===== src/rtl/reg_fwd_ctrl.sv =====
// Decode-stage hazard/forwarding controller: tracks EX/WB destination registers and a
// multicycle R0 writer, selects operand forwarding for ports A/B and raises pipeline stalls.
module reg_fwd_ctrl #(
  parameter int unsigned REG_NUM_WIDTH     = 4,
  parameter int unsigned REG_FORWARD_WIDTH = 2,
  parameter int unsigned MC_LATENCY        = 4,
  parameter int unsigned MC_CNT_WIDTH      = 3
) (
  input  logic                         clk,
  input  logic                         rst,
  input  logic                         id_valid,
  input  logic                         id_use_a,
  input  logic                         id_use_b,
  input  logic [REG_NUM_WIDTH-1:0]     id_rn_a,
  input  logic [REG_NUM_WIDTH-1:0]     id_rn_b,
  input  logic                         id_wr_en,
  input  logic [REG_NUM_WIDTH-1:0]     id_wr_rn,
  input  logic                         id_wr_r0,
  output logic [REG_FORWARD_WIDTH-1:0] fwd_a,
  output logic [REG_FORWARD_WIDTH-1:0] fwd_b,
  output logic                         stall
);

  localparam logic [REG_FORWARD_WIDTH-1:0] FWD_RF = REG_FORWARD_WIDTH'(0);
  localparam logic [REG_FORWARD_WIDTH-1:0] FWD_WB = REG_FORWARD_WIDTH'(1);
  localparam logic [REG_FORWARD_WIDTH-1:0] FWD_R0 = REG_FORWARD_WIDTH'(2);
  localparam logic [MC_CNT_WIDTH-1:0]      MC_LOAD = MC_CNT_WIDTH'(MC_LATENCY - 1);

  logic                     ex_valid_q, ex_valid_d;
  logic                     ex_wr_en_q, ex_wr_en_d;
  logic [REG_NUM_WIDTH-1:0] ex_rn_q, ex_rn_d;
  logic                     ex_wr_r0_q, ex_wr_r0_d;
  logic                     wb_valid_q, wb_valid_d;
  logic                     wb_wr_en_q, wb_wr_en_d;
  logic [REG_NUM_WIDTH-1:0] wb_rn_q, wb_rn_d;
  logic [MC_CNT_WIDTH-1:0]  mc_cnt_q, mc_cnt_d;

  logic                         r0_busy;
  logic                         hz_a, hz_b, stall_raw, advance;
  logic [REG_FORWARD_WIDTH-1:0] fwd_a_raw, fwd_b_raw;

  // Returns {hazard, fwd_select} for one source operand.
  function automatic logic [REG_FORWARD_WIDTH:0] src_decode(
    input logic                     used,
    input logic [REG_NUM_WIDTH-1:0] rn,
    input logic                     busy,
    input logic                     ex_hit_en,
    input logic [REG_NUM_WIDTH-1:0] ex_rn,
    input logic                     wb_hit_en,
    input logic [REG_NUM_WIDTH-1:0] wb_rn
  );
    logic [REG_FORWARD_WIDTH:0] r;
    r = {1'b0, FWD_RF};
    if (used) begin
      if (rn == '0)                     r = {busy, FWD_R0};
      else if (ex_hit_en && ex_rn == rn) r = {1'b1, FWD_RF};
      else if (wb_hit_en && wb_rn == rn) r = {1'b0, FWD_WB};
    end
    return r;
  endfunction

  always_comb begin
    r0_busy = (ex_valid_q & ex_wr_r0_q) | (mc_cnt_q != '0);
    {hz_a, fwd_a_raw} = src_decode(id_valid & id_use_a, id_rn_a, r0_busy,
                                   ex_valid_q & ex_wr_en_q, ex_rn_q,
                                   wb_valid_q & wb_wr_en_q, wb_rn_q);
    {hz_b, fwd_b_raw} = src_decode(id_valid & id_use_b, id_rn_b, r0_busy,
                                   ex_valid_q & ex_wr_en_q, ex_rn_q,
                                   wb_valid_q & wb_wr_en_q, wb_rn_q);
    stall_raw = hz_a | hz_b | (id_valid & id_wr_r0 & r0_busy);
    advance   = id_valid & ~stall_raw;
  end

  always_comb begin
    wb_valid_d = ex_valid_q;
    wb_wr_en_d = ex_wr_en_q;
    wb_rn_d    = ex_rn_q;
    ex_valid_d = advance;
    ex_wr_en_d = advance & id_wr_en;
    ex_rn_d    = advance ? id_wr_rn : '0;
    ex_wr_r0_d = advance & id_wr_r0;
    mc_cnt_d   = mc_cnt_q;
    if (advance && id_wr_r0)  mc_cnt_d = MC_LOAD;
    else if (mc_cnt_q != '0)  mc_cnt_d = mc_cnt_q - MC_CNT_WIDTH'(1);
  end

  always_ff @(posedge clk or negedge rst) begin
    if (!rst) begin
      ex_valid_q <= 1'b0;
      ex_wr_en_q <= 1'b0;
      ex_rn_q    <= '0;
      ex_wr_r0_q <= 1'b0;
      wb_valid_q <= 1'b0;
      wb_wr_en_q <= 1'b0;
      wb_rn_q    <= '0;
      mc_cnt_q   <= '0;
    end else begin
      ex_valid_q <= ex_valid_d;
      ex_wr_en_q <= ex_wr_en_d;
      ex_rn_q    <= ex_rn_d;
      ex_wr_r0_q <= ex_wr_r0_d;
      wb_valid_q <= wb_valid_d;
      wb_wr_en_q <= wb_wr_en_d;
      wb_rn_q    <= wb_rn_d;
      mc_cnt_q   <= mc_cnt_d;
    end
  end

  // Outputs are gated by reset so an R0 reader in ID cannot show 10 while reset is held.
  always_comb begin
    fwd_a = rst ? fwd_a_raw : '0;
    fwd_b = rst ? fwd_b_raw : '0;
    stall = rst & stall_raw;
  end

endmodule

===== config.mk =====
export PLATFORM = sky130hd
export DESIGN_NAME = reg_fwd_ctrl
export DESIGN_NICKNAME = d
export VERILOG_FILES = /design/src/rtl/reg_fwd_ctrl.sv
export SDC_FILE = /design/constraint.sdc
export NUM_CORES = 1
export LEC_CHECK = 0
export ABC_AREA = 1
export BUFFER_PORTS_ARGS = -buffer_cell sky130_fd_sc_hd__clkbuf_2
export CAP_MARGIN = 10
export CORE_MARGIN = 8
export CORE_UTILIZATION = 23
export CTS_CLUSTER_DIAMETER = 30
export DETAILED_ROUTE_END_ITERATION = 10
export PLACE_DENSITY = 0.47
export SYNTH_ARGS = -nofsm -noshare
export SYNTH_HDL_FRONTEND = slang
export SYNTH_SLANG_ARGS = --single-unit

===== constraint.sdc =====
create_clock -name clk -period 2.26 [get_ports clk]
set_clock_uncertainty 0.15 [all_clocks]
set_input_delay 0.226 -clock clk [delete_from_list [all_inputs] [get_ports clk]]
set_output_delay 0.226 -clock clk [all_outputs]
set_load 0.01 [all_outputs]

Word-level counts from Yosys, hierarchy flattened

Index checks and enable logic that the tools add are counted.

Register bits: 16

Bitwise gates (word level): 15
Reduce and logical (&&, ||, !) cells: 9
Add/sub/neg operators: 1
Muxes and demuxes: 13
Equality and inequality tests: 4

Operators with widths:

| kind                | count |
|---|---|
| $mux 3              | 8 |
| $eq 4x4->1          | 4 |
| $and 1x1->1         | 11 |
| $logic_not 4->1     | 2 |
| $logic_and 1x1->1   | 5 |
| $mux 2              | 2 |
| $mux 4              | 1 |
| $or 1x1->1          | 3 |
| $reduce_bool 3->1   | 1 |
| $sub 3x1->3 const B | 1 |
| $mux 1              | 2 |
| $reduce_bool 2->1   | 1 |
| $not 1->1           | 1 |

Depth between registers and ports, before layout

Gate-level depths: netlist (run 1).

Word-level depth: 12
Depth in mapped cells: 8
Mapped depth without buffers: 8

Worst setup path after synthesis (run 1)

Ideal clock, no wire load.

Path type: flip-flop to output port
Start: reg mc_cnt_q[0]
End: out stall
Cell stages (with the launch flop): 9
Required time: 1,884 ps
Path slack: 715 ps
Data arrival time: 1,169 ps
Cells stage by stage: dfrtp_1 > inv_1 > ha_1 > ha_1 > nand2_1 > nand2_2 > nand3_2 > nand2_1 > inv_1

Longest elaborated chain between the ends: 7
Elaborated cells on any way between the ends: 10
Those cells by class: mux (4); bitwise (5); reduce/logical (1)

Ends and longest elaborated chain:

| item                   | line | RTL |
|---|---|---|
| start, declared        | 36   | `logic [MC_CNT_WIDTH-1:0] mc_cnt_q, mc_cnt_d;` |
| start signal, assigned | 105  | `mc_cnt_q <= mc_cnt_d;` |
| $reduce_bool 3->1 (*)  | 63   | `r0_busy = (ex_valid_q & ex_wr_r0_q) \| (mc_cnt_q != '0);` |
| $or 1x1->1 (*)         | 63   |  |
| $mux 3                 | 55   | `if (rn == '0) r = {busy, FWD_R0};` |
| $mux 3                 | 54   | `if (used) begin` |
| $or 1x1->1             | 70   | `stall_raw = hz_a \| hz_b \| (id_valid & id_wr_r0 & r0_busy);` |
| $or 1x1->1 (*)         | 70   |  |
| $and 1x1->1 (*)        | 113  | `stall = rst & stall_raw;` |
| end, declared          | 21   | `output logic stall` |

Every way passes the cells marked *; elsewhere a longest branch is shown, timed or not.

Worst setup path after layout (run 1)

Start: in rst
End: out fwd_a[0]

Longest elaborated chain between the ends: 1

Ends and longest elaborated chain:

| item            | line | RTL |
|---|---|---|
| start, declared | 10   | `input logic rst,` |
| $mux 2          | 111  | `fwd_a = rst ? fwd_a_raw : '0;` |
| end, declared   | 19   | `output logic [REG_FORWARD_WIDTH-1:0] fwd_a,` |

No other way between the ends.

==> results of run 1 <==
power by group through the flow:
| stage | Combinational, µW | Clock (µW) | Sequential, µW |
|---|---|---|---|
| 2_1_floorplan | 171 | 0 | 360 |
| 3_3_place_gp | 224 | 0 | 366 |
| 3_5_place_dp | 234 | 0 | 369 |
| 4_1_cts | 246 | 250 | 364 |
| 5_1_grt | 293 | 264 | 371 |
| 6_report | 244 | 239 | 364 |
layer usage:
metal	part of all wire [%]	wire, µm	GRT usage (%)	vias up
met2	52	1150	13.6	16
met1	44	977	8.98	382
met5	0	0	0	-
met4	0.63	14	2.41	0
met3	3.1	68	1.47	2
li1	-	-	-	425
Yosys cell counts (3+ instances only):
master / count
inv_1: 21
dfrtp_1: 16
nand2_1: 23
a21oi_1: 3
xor2_1: 6
nand4_1: 3
nor2_1: 23
critical path, cell delays in order:
cell and delay [ns]:
dlygate4sd3_1 0.52, clkbuf_2 0.11, inv_1 0.09, nor2_4 0.13, o211ai_1 0.08, nor2_1 0.11
nand3_1 0.09, a31oi_1 0.18, clkbuf_2 0.17
flip-flops by register name (all words and copies together), names as in the netlist:
register	count
ex_wr_en_q	1
ex_wr_r0_q	1
ex_valid_q	1
mc_cnt_q	3
ex_rn_q	4
wb_valid_q	1
wb_rn_q	4
wb_wr_en_q	1
final timing paths:
path,endpoint,slack [ns],depth (start not counted)
worst min-delay path,ex_rn_q[3],0.02,3
worst max-delay path,fwd_a[0],0.18,9
worst min register to register,wb_rn_q[3],0.23,0
worst max register to register,ex_rn_q[0],0.63,7
max in group asynchronous,mc_cnt_q[1],1.45,3
min in group asynchronous,ex_rn_q[3],0.33,3
area by class of cell:
class	instances	area share, %
Clock buffer	4	4.68
Multi-Input combinational cell	81	38.0
Timing Repair Buffer	25	11.3
Sequential cell	16	34.0
Tap cell	50	5.32
Inverter	21	6.70
metrics by stage:
| stage | instances | total power, µW | setup WS [ns] | hold WS, ns |
|---|---|---|---|---|
| after floorplan | 118 | 531 | 0.715 | -0.220 |
| after global placement | 192 | 589 | 0.593 | 0.0487 |
| after detailed placement | 192 | 603 | 0.532 | 0.0624 |
| after CTS | 197 | 859 | 0.107 | 0.0157 |
| after global routing | 197 | 927 | 0.0291 | 0.0292 |
| final | 197 | 848 | 0.184 | 0.0200 |
cells by family (layout without fill, tap and decap cells):
logic type / Yosys count / in the layout / synth area share [%]
AOI/OAI and AO/OA: 10 / 10 / 6.81
xor gates and xnor gates: 8 / 8 / 7.63
adders and majority gates: 2 / 2 / 2.72
buffers and inverters: 21 / 50 / 8.58
DFF: 16 / 16 / 43.6
and+or+nand+nor: 61 / 61 / 30.7
repair_timing:
action | in CTS | in global routing
gates resized for setup | 0 | 2
hold endpoints to repair | 16 | 0
hold buffers | 1 | 0
endpoints found under the setup margin | 0 | 1
==> results.json, run 1 <==
{
  "status": "finished clean",
  "finalMaxSlewViolations": 0,
  "p_clk_share_pct": 28.2,
  "worst_pin_slew_ns": 0.221,
  "ios": 24,
  "initial_core_util_pct": 23.5,
  "grt_pass1_vias": 915,
  "startpoint_type": "input pin",
  "track_usage_pct": 7.66,
  "drive_gt1_share_pct": 24.5,
  "grt_pass1_wl_mm": 3.93,
  "routedWlPerCell_um": 11.2,
  "synth_edf_count": 0,
  "ant_nets": 0,
  "intPower_uw": 590,
  "p_seq_share_pct": 43.0,
  "final_cell_mix": "nand2_1, clkbuf_2, nor2_1",
  "hp-class": "input pin to register",
  "rows": 23,
  "overflow": 0,
  "vias": 825,
  "cts_tree": "built",
  "cts.path.max_buffers": 2,
  "drtIter0Drc": 20,
  "maxSlewHeadroom_pct": 85.2,
  "worst_setup_path_end_kind": "primary output",
  "synth_seq_area_share_pct": 43.6,
  "num-fill-cells": 441,
  "rsz0062_at_grt": "false",
  "cp.arrival_ns": 1.70,
  "syn-instance-count": 118,
  "fin_util_pct": 30.1,
  "ys_ff_latch": 16,
  "synth_area_leaders": "dfrtp_1, nand2_1, nor2_1, inv_1, xor2_1",
  "cts.reportedPaths.clkPinSlew_ns": 0.06,
  "die_area_mm2": 0.00627,
  "place_congestion": 0.880,
  "regArea_um2": 400,
  "cts_sinks": 16,
  "core_area_mm2": 0.00391,
  "max-vdd-ir-drop_mv": 0.333,
  "insertion_delay_ns": 0.24,
  "synth.largest_area_cell": "dfrtp_1",
  "placed_area_mm2": 0.00110,
  "period_minus_slack_ns": 2.08,
  "synth_area_per_cell_um2": 7.78,
  "drc_errors": 0,
  "antenna-diode-count": 0,
  "yosysWarnings": 0,
  "dp_hpwl_mm": 1.93,
  "setup_tns_ns": 0,
  "worstSetupPathType": "input pin to primary output",
  "comb_power_share_pct": 28.8,
  "setup_viol": 0,
  "drv_cap": 0,
  "syn-cell-area_um2": 918,
  "swShare_pct": 30.4,
  "viasPerCell": 4.19,
  "synth.top_cell.area_share_pct": 43.6,
  "cts_setup_buffers": 0,
  "p_per_area_mw_per_mm2": 721,
  "multi_input_area_um2": 447,
  "yosysUniqueCellTypes": 23,
  "path_max_fanout": 3,
  "reg2reg_from": "mc_cnt_q[0]",
  "drtPass1Iterations": 4,
  "fin_crit_sh_pct": 91.9,
  "io_buffers": 23,
  "power_leakage_uw": 0.000664,
  "final_nets": 169,
  "cts_buffers": 3,
  "max_freq_ghz": 0.482,
  "hp-start": "id_wr_rn[3]",
  "h-tree-depth": 1,
  "antenna_found_initial": 0,
  "ys.flop_type": "dfrtp_1",
  "synth_nets": 139,
  "dieWidth_um": 79.2,
  "crit_required_ns": 1.88,
  "syn2layout_area_growth_pct": 28.1,
  "finalWirelength_mm": 2.21,
  "grt_max_degree": 18,
  "die_height_um": 79.2,
  "switching_power_uw": 257,
  "postLayoutCellArea_mm2": 0.00118,
  "cts-root-buf": "clkbuf_8",
  "startpoint": "rst",
  "hold_violations": 0,
  "synthArstFlopShare_pct": 100
}
Note: power is estimated with default switching activity, not from simulation.
==> run 2: changes to the inputs <==
==> constraint.sdc (replaced) <==
create_clock -name clk -period 2.3 [get_ports clk]
set_clock_uncertainty 0.15 [all_clocks]
set_input_delay 0.23 -clock clk [delete_from_list [all_inputs] [get_ports clk]]
set_output_delay 0.23 -clock clk [all_outputs]
set_load 0.01 [all_outputs]
==> results.json, run 2 (synthesized netlist as in run 1, its figures left out) <==
{
  "die_height_um": 79.2,
  "antenna_found_initial": 0,
  "routedWlPerCell_um": 10.8,
  "setup_viol": 0,
  "track_usage_pct": 7.36,
  "cts_sinks": 16,
  "p_per_area_mw_per_mm2": 677,
  "maxSlewHeadroom_pct": 85.1,
  "insertion_delay_ns": 0.24,
  "hp-class": "input pin to register",
  "vias": 790,
  "switching_power_uw": 240,
  "cts-root-buf": "clkbuf_8",
  "cts_buffers": 3,
  "viasPerCell": 4.03,
  "ios": 24,
  "initial_core_util_pct": 23.5,
  "cts.path.max_buffers": 2,
  "syn2layout_area_growth_pct": 25.7,
  "power_leakage_uw": 0.000656,
  "rsz0062_at_grt": "false",
  "place_congestion": 0.880,
  "max-vdd-ir-drop_mv": 0.373,
  "dieWidth_um": 79.2,
  "cp.arrival_ns": 1.72,
  "intPower_uw": 542,
  "grt_pass1_wl_mm": 3.76,
  "swShare_pct": 30.7,
  "worstSetupPathType": "input pin to primary output",
  "rows": 23,
  "fin_util_pct": 29.5,
  "worst_pin_slew_ns": 0.223,
  "cts.reportedPaths.clkPinSlew_ns": 0.06,
  "crit_required_ns": 1.92,
  "fin_total_pwr_uw": 782,
  "drc_errors": 0,
  "status": "finished clean",
  "reg.largest.list": "ex_rn_q (4), wb_rn_q (4), mc_cnt_q (3)",
  "fin_crit_sh_pct": 91.4,
  "ant_nets": 0,
  "placed_area_mm2": 0.00110,
  "antenna-diode-count": 0,
  "holdPathStages": 3,
  "ff2ff_path_depth": 7,
  "grt_max_degree": 18,
  "drive_gt1_share_pct": 23.3,
  "path_max_fanout": 3,
  "die_area_mm2": 0.00627,
  "postLayoutCellArea_mm2": 0.00115,
  "final_cell_mix": "nand2_1, nor2_1, clkbuf_2",
  "drv_cap": 0,
  "h-tree-depth": 1,
  "finalWirelength_mm": 2.12,
  "max_freq_ghz": 0.476,
  "setup_tns_ns": 0,
  "startpoint_type": "input pin",
  "period_minus_slack_ns": 2.10,
  "final_nets": 169,
  "worst_setup_path_end_kind": "primary output",
  "final_cells": 196,
  "drtIter0Drc": 23,
  "cts_tree": "built",
  "grt_pass1_vias": 881,
  "io_buffers": 23,
  "core_area_mm2": 0.00391,
  "dp_hpwl_mm": 1.87,
  "p_seq_share_pct": 45.6,
  "overflow": 0,
  "hold_violations": 0,
  "p_clk_share_pct": 25.0,
  "drtPass1Iterations": 4,
  "num-fill-cells": 435,
  "cts_setup_buffers": 0,
  "comb_power_share_pct": 29.4,
  "finalMaxSlewViolations": 0,
  "dpl.cell_count": 192
}
## run 2: changes by cell type in the layout (fill, tap and decap cells not counted)
cell and delta:
clkbuf_8 -1, nor2_1 +1, nor2_4 -1
## run 2: path summary, 6_finish.rpt
check | to | start | slack [ns]
min in group asynchronous | mc_cnt_q[2] | rst | 0.34
setup reg to reg | ex_rn_q[1] | mc_cnt_q[0] | 0.69
hold reg to reg | wb_rn_q[3] | ex_rn_q[3] | 0.23
hold / removal | ex_wr_en_q | id_wr_en | 0.02
max in group asynchronous | wb_rn_q[0] | rst | 1.47
setup / recovery | fwd_a[0] | rst | 0.20
## run 2: layout make-up
class                   count  area [µm²]  share of cell area (%)
flip-flops and latches     16         400                    34.7
well taps                  50        62.6                    5.42
repair buffers             25         133                    11.5
inverters                  21        78.8                    6.83
multi-input cells          81         439                    38.0
clock buffers               3        41.3                    3.58
## run 2: through the flow
stage	setup WS (ns)	hold slack, ns
2_1_floorplan	0.751	-0.216
6_report	0.199	0.0239
4_1_cts	0.175	0.0213
5_1_grt	0.0227	0.0300
3_3_place_gp	0.632	0.0771
3_5_place_dp	0.567	0.0787
## run 2: worst max-delay path: stages
cell           delay (ns)
dlygate4sd3_1        0.52
clkbuf_2             0.12
inv_1                0.06
nor2_1               0.18
o211ai_1             0.11
nor2_1               0.10
nand3_1              0.08
a31oi_1              0.16
clkbuf_2             0.16
## run 2: routing by layer
metal | track usage, % | routed length, µm
met1 | 8.44 | 949
met2 | 12.8 | 1070
met3 | 1.81 | 92
met4 | 2.78 | 0
met5 | 0 | 0
## run 2: power by group through the flow
stage | clock network, µW | logic (µW) | registers [µW]
global placement | 0 | 220 | 359
detailed placement | 0 | 232 | 362
global route | 220 | 279 | 362
CTS | 204 | 234 | 357
finish | 196 | 230 | 357
floorplan | 0 | 168 | 354
## run 2: repair_timing
action | in CTS | in global routing
endpoints found under the hold margin | 16 | 0
hold buffers | 1 | 0
resized for setup | 0 | 0
==> run 3: changes to the inputs <==
--- a/config.mk
+++ b/config.mk
@@ -8,11 +8,13 @@
 export ABC_AREA = 1
 export BUFFER_PORTS_ARGS = -buffer_cell sky130_fd_sc_hd__clkbuf_2
 export CAP_MARGIN = 10
+export CELL_PAD_IN_SITES_DETAIL_PLACEMENT = 1
+export CELL_PAD_IN_SITES_GLOBAL_PLACEMENT = 2
 export CORE_MARGIN = 8
 export CORE_UTILIZATION = 23
 export CTS_CLUSTER_DIAMETER = 30
 export DETAILED_ROUTE_END_ITERATION = 10
-export PLACE_DENSITY = 0.47
+export PLACE_DENSITY = 0.7
 export SYNTH_ARGS = -nofsm -noshare
 export SYNTH_HDL_FRONTEND = slang
 export SYNTH_SLANG_ARGS = --single-unit
==> results.json, run 3 (synthesized netlist as in run 1, its figures left out) <==
{
  "ant_nets": 0,
  "track_usage_pct": 8.20,
  "swShare_pct": 30.3,
  "ios": 24,
  "worstSetupPathType": "input pin to primary output",
  "status": "finished clean",
  "cts_buffers": 3,
  "drive_gt1_share_pct": 23.8,
  "rows": 23,
  "dpl.cell_count": 192,
  "final_cells": 197,
  "ff2ff_setup_slack_ns": 0.66,
  "finalMaxSlewViolations": 0,
  "power_leakage_uw": 0.000664,
  "routedWlPerCell_um": 12.6,
  "cts_resized": 0,
  "finalWirelength_mm": 2.48,
  "drv_cap": 0,
  "p_seq_share_pct": 43.0,
  "comb_power_share_pct": 27.8,
  "viasPerCell": 4.16,
  "hp-class": "input pin to register",
  "grt_max_degree": 18,
  "p_clk_share_pct": 29.2,
  "place_congestion": 0.768,
  "dieWidth_um": 79.2,
  "h-tree-depth": 1,
  "rsz0062_at_grt": "false",
  "initial_core_util_pct": 23.5,
  "final_cell_mix": "nand2_1, nor2_1, clkbuf_2",
  "cts_sinks": 16,
  "syn2layout_area_growth_pct": 27.2,
  "drtPass1Iterations": 4,
  "postLayoutCellArea_mm2": 0.00117,
  "vias": 820,
  "reg.largest.list": "ex_rn_q (4), wb_rn_q (4), mc_cnt_q (3)",
  "p_per_area_mw_per_mm2": 711,
  "cts.reportedPaths.clkPinSlew_ns": 0.06,
  "io_buffers": 23,
  "cts.path.max_buffers": 2,
  "setup_tns_ns": 0,
  "placed_area_mm2": 0.00110,
  "insertion_delay_ns": 0.24,
  "antenna_found_initial": 0,
  "dpl_worst_slack_ns": 0.517,
  "drtIter0Drc": 10,
  "grt_pass1_vias": 951,
  "startpoint_type": "input pin",
  "overflow": 0,
  "antenna-diode-count": 0,
  "worst_setup_path_end_kind": "primary output",
  "dp_hpwl_mm": 2.20,
  "crit_required_ns": 1.92,
  "die_area_mm2": 0.00627,
  "period_minus_slack_ns": 2.11,
  "path_max_fanout": 3,
  "setup_slack_ns": 0.193,
  "switching_power_uw": 252,
  "setup_viol": 0,
  "worst_pin_slew_ns": 0.255,
  "cts_tree": "built",
  "intPower_uw": 579,
  "fin_crit_sh_pct": 91.6,
  "max_freq_ghz": 0.475,
  "grt_pass1_wl_mm": 4.14,
  "final_nets": 169,
  "cts-root-buf": "clkbuf_8",
  "cp.arrival_ns": 1.73,
  "maxSlewHeadroom_pct": 82.9,
  "fin_util_pct": 29.9,
  "hold_violations": 0,
  "max-vdd-ir-drop_mv": 0.319,
  "die_height_um": 79.2,
  "core_area_mm2": 0.00391,
  "drc_errors": 0
}
==> run 3: changes by cell type in the layout (fill, tap and decap cells not counted) <==
cell / change
clkbuf_8: +1
==> run 3: metal layers <==
layer / GRT usage, % / routed length [µm] / vias to the layer above
met5: 0 / 0 / -
met4: 2.78 / 17 / 0
met3: 1.58 / 75 / 2
met2: 15.5 / 1370 / 10
met1: 8.77 / 1020 / 385
li1: - / - / 423
==> run 3: final timing paths <==
check / startpoint / end / cells after the start
max in group asynchronous: rst / mc_cnt_q[0] / 3
setup / recovery: rst / fwd_a[0] / 9
min in group asynchronous: rst / wb_valid_q / 3
hold reg to reg: ex_wr_en_q / wb_wr_en_q / 0
hold / removal: id_wr_en / ex_wr_en_q / 3
setup reg to reg: mc_cnt_q[0] / ex_rn_q[2] / 7
==> run 3: layout make-up <==
cell class,count,area (µm²)
clock buffer,4,55.1
fill,499,2750
inverter,21,78.8
multi-input combinational,81,439
sequential,16,400
tap,50,62.6
timing repair buffer,25,133
==> run 3: power by group through the flow <==
stage               logic, µW  clock network (µW)  registers, µW
floorplan                 168                   0            354
global placement          223                   0            360
detailed placement        237                   0            364
CTS                       240                 252            359
global route              275                 266            364
finish                    231                 242            357
==> run 3: what timing repair did <==
| action | CTS | global route |
|---|---|---|
| hold buffers | 1 | 0 |
| buffers inserted | 0 | 0 |
| hold endpoints to repair | 16 | 0 |
==> run 3: stage by stage <==
stage,hold WS [ns],power (µW)
2_1_floorplan,-0.216,522
3_3_place_gp,0.0508,583
3_5_place_dp,0.0600,601
4_1_cts,0.0143,851
5_1_grt,0.0223,905
6_report,0.0242,831
==> run 3: critical path, cell delays in order <==
cell	delay (ns)
dlygate4sd3_1	0.53
clkbuf_2	0.11
inv_1	0.06
nor2_1	0.18
o211ai_1	0.12
nor2_1	0.12
nand3_1	0.09
a31oi_1	0.14
clkbuf_2	0.15
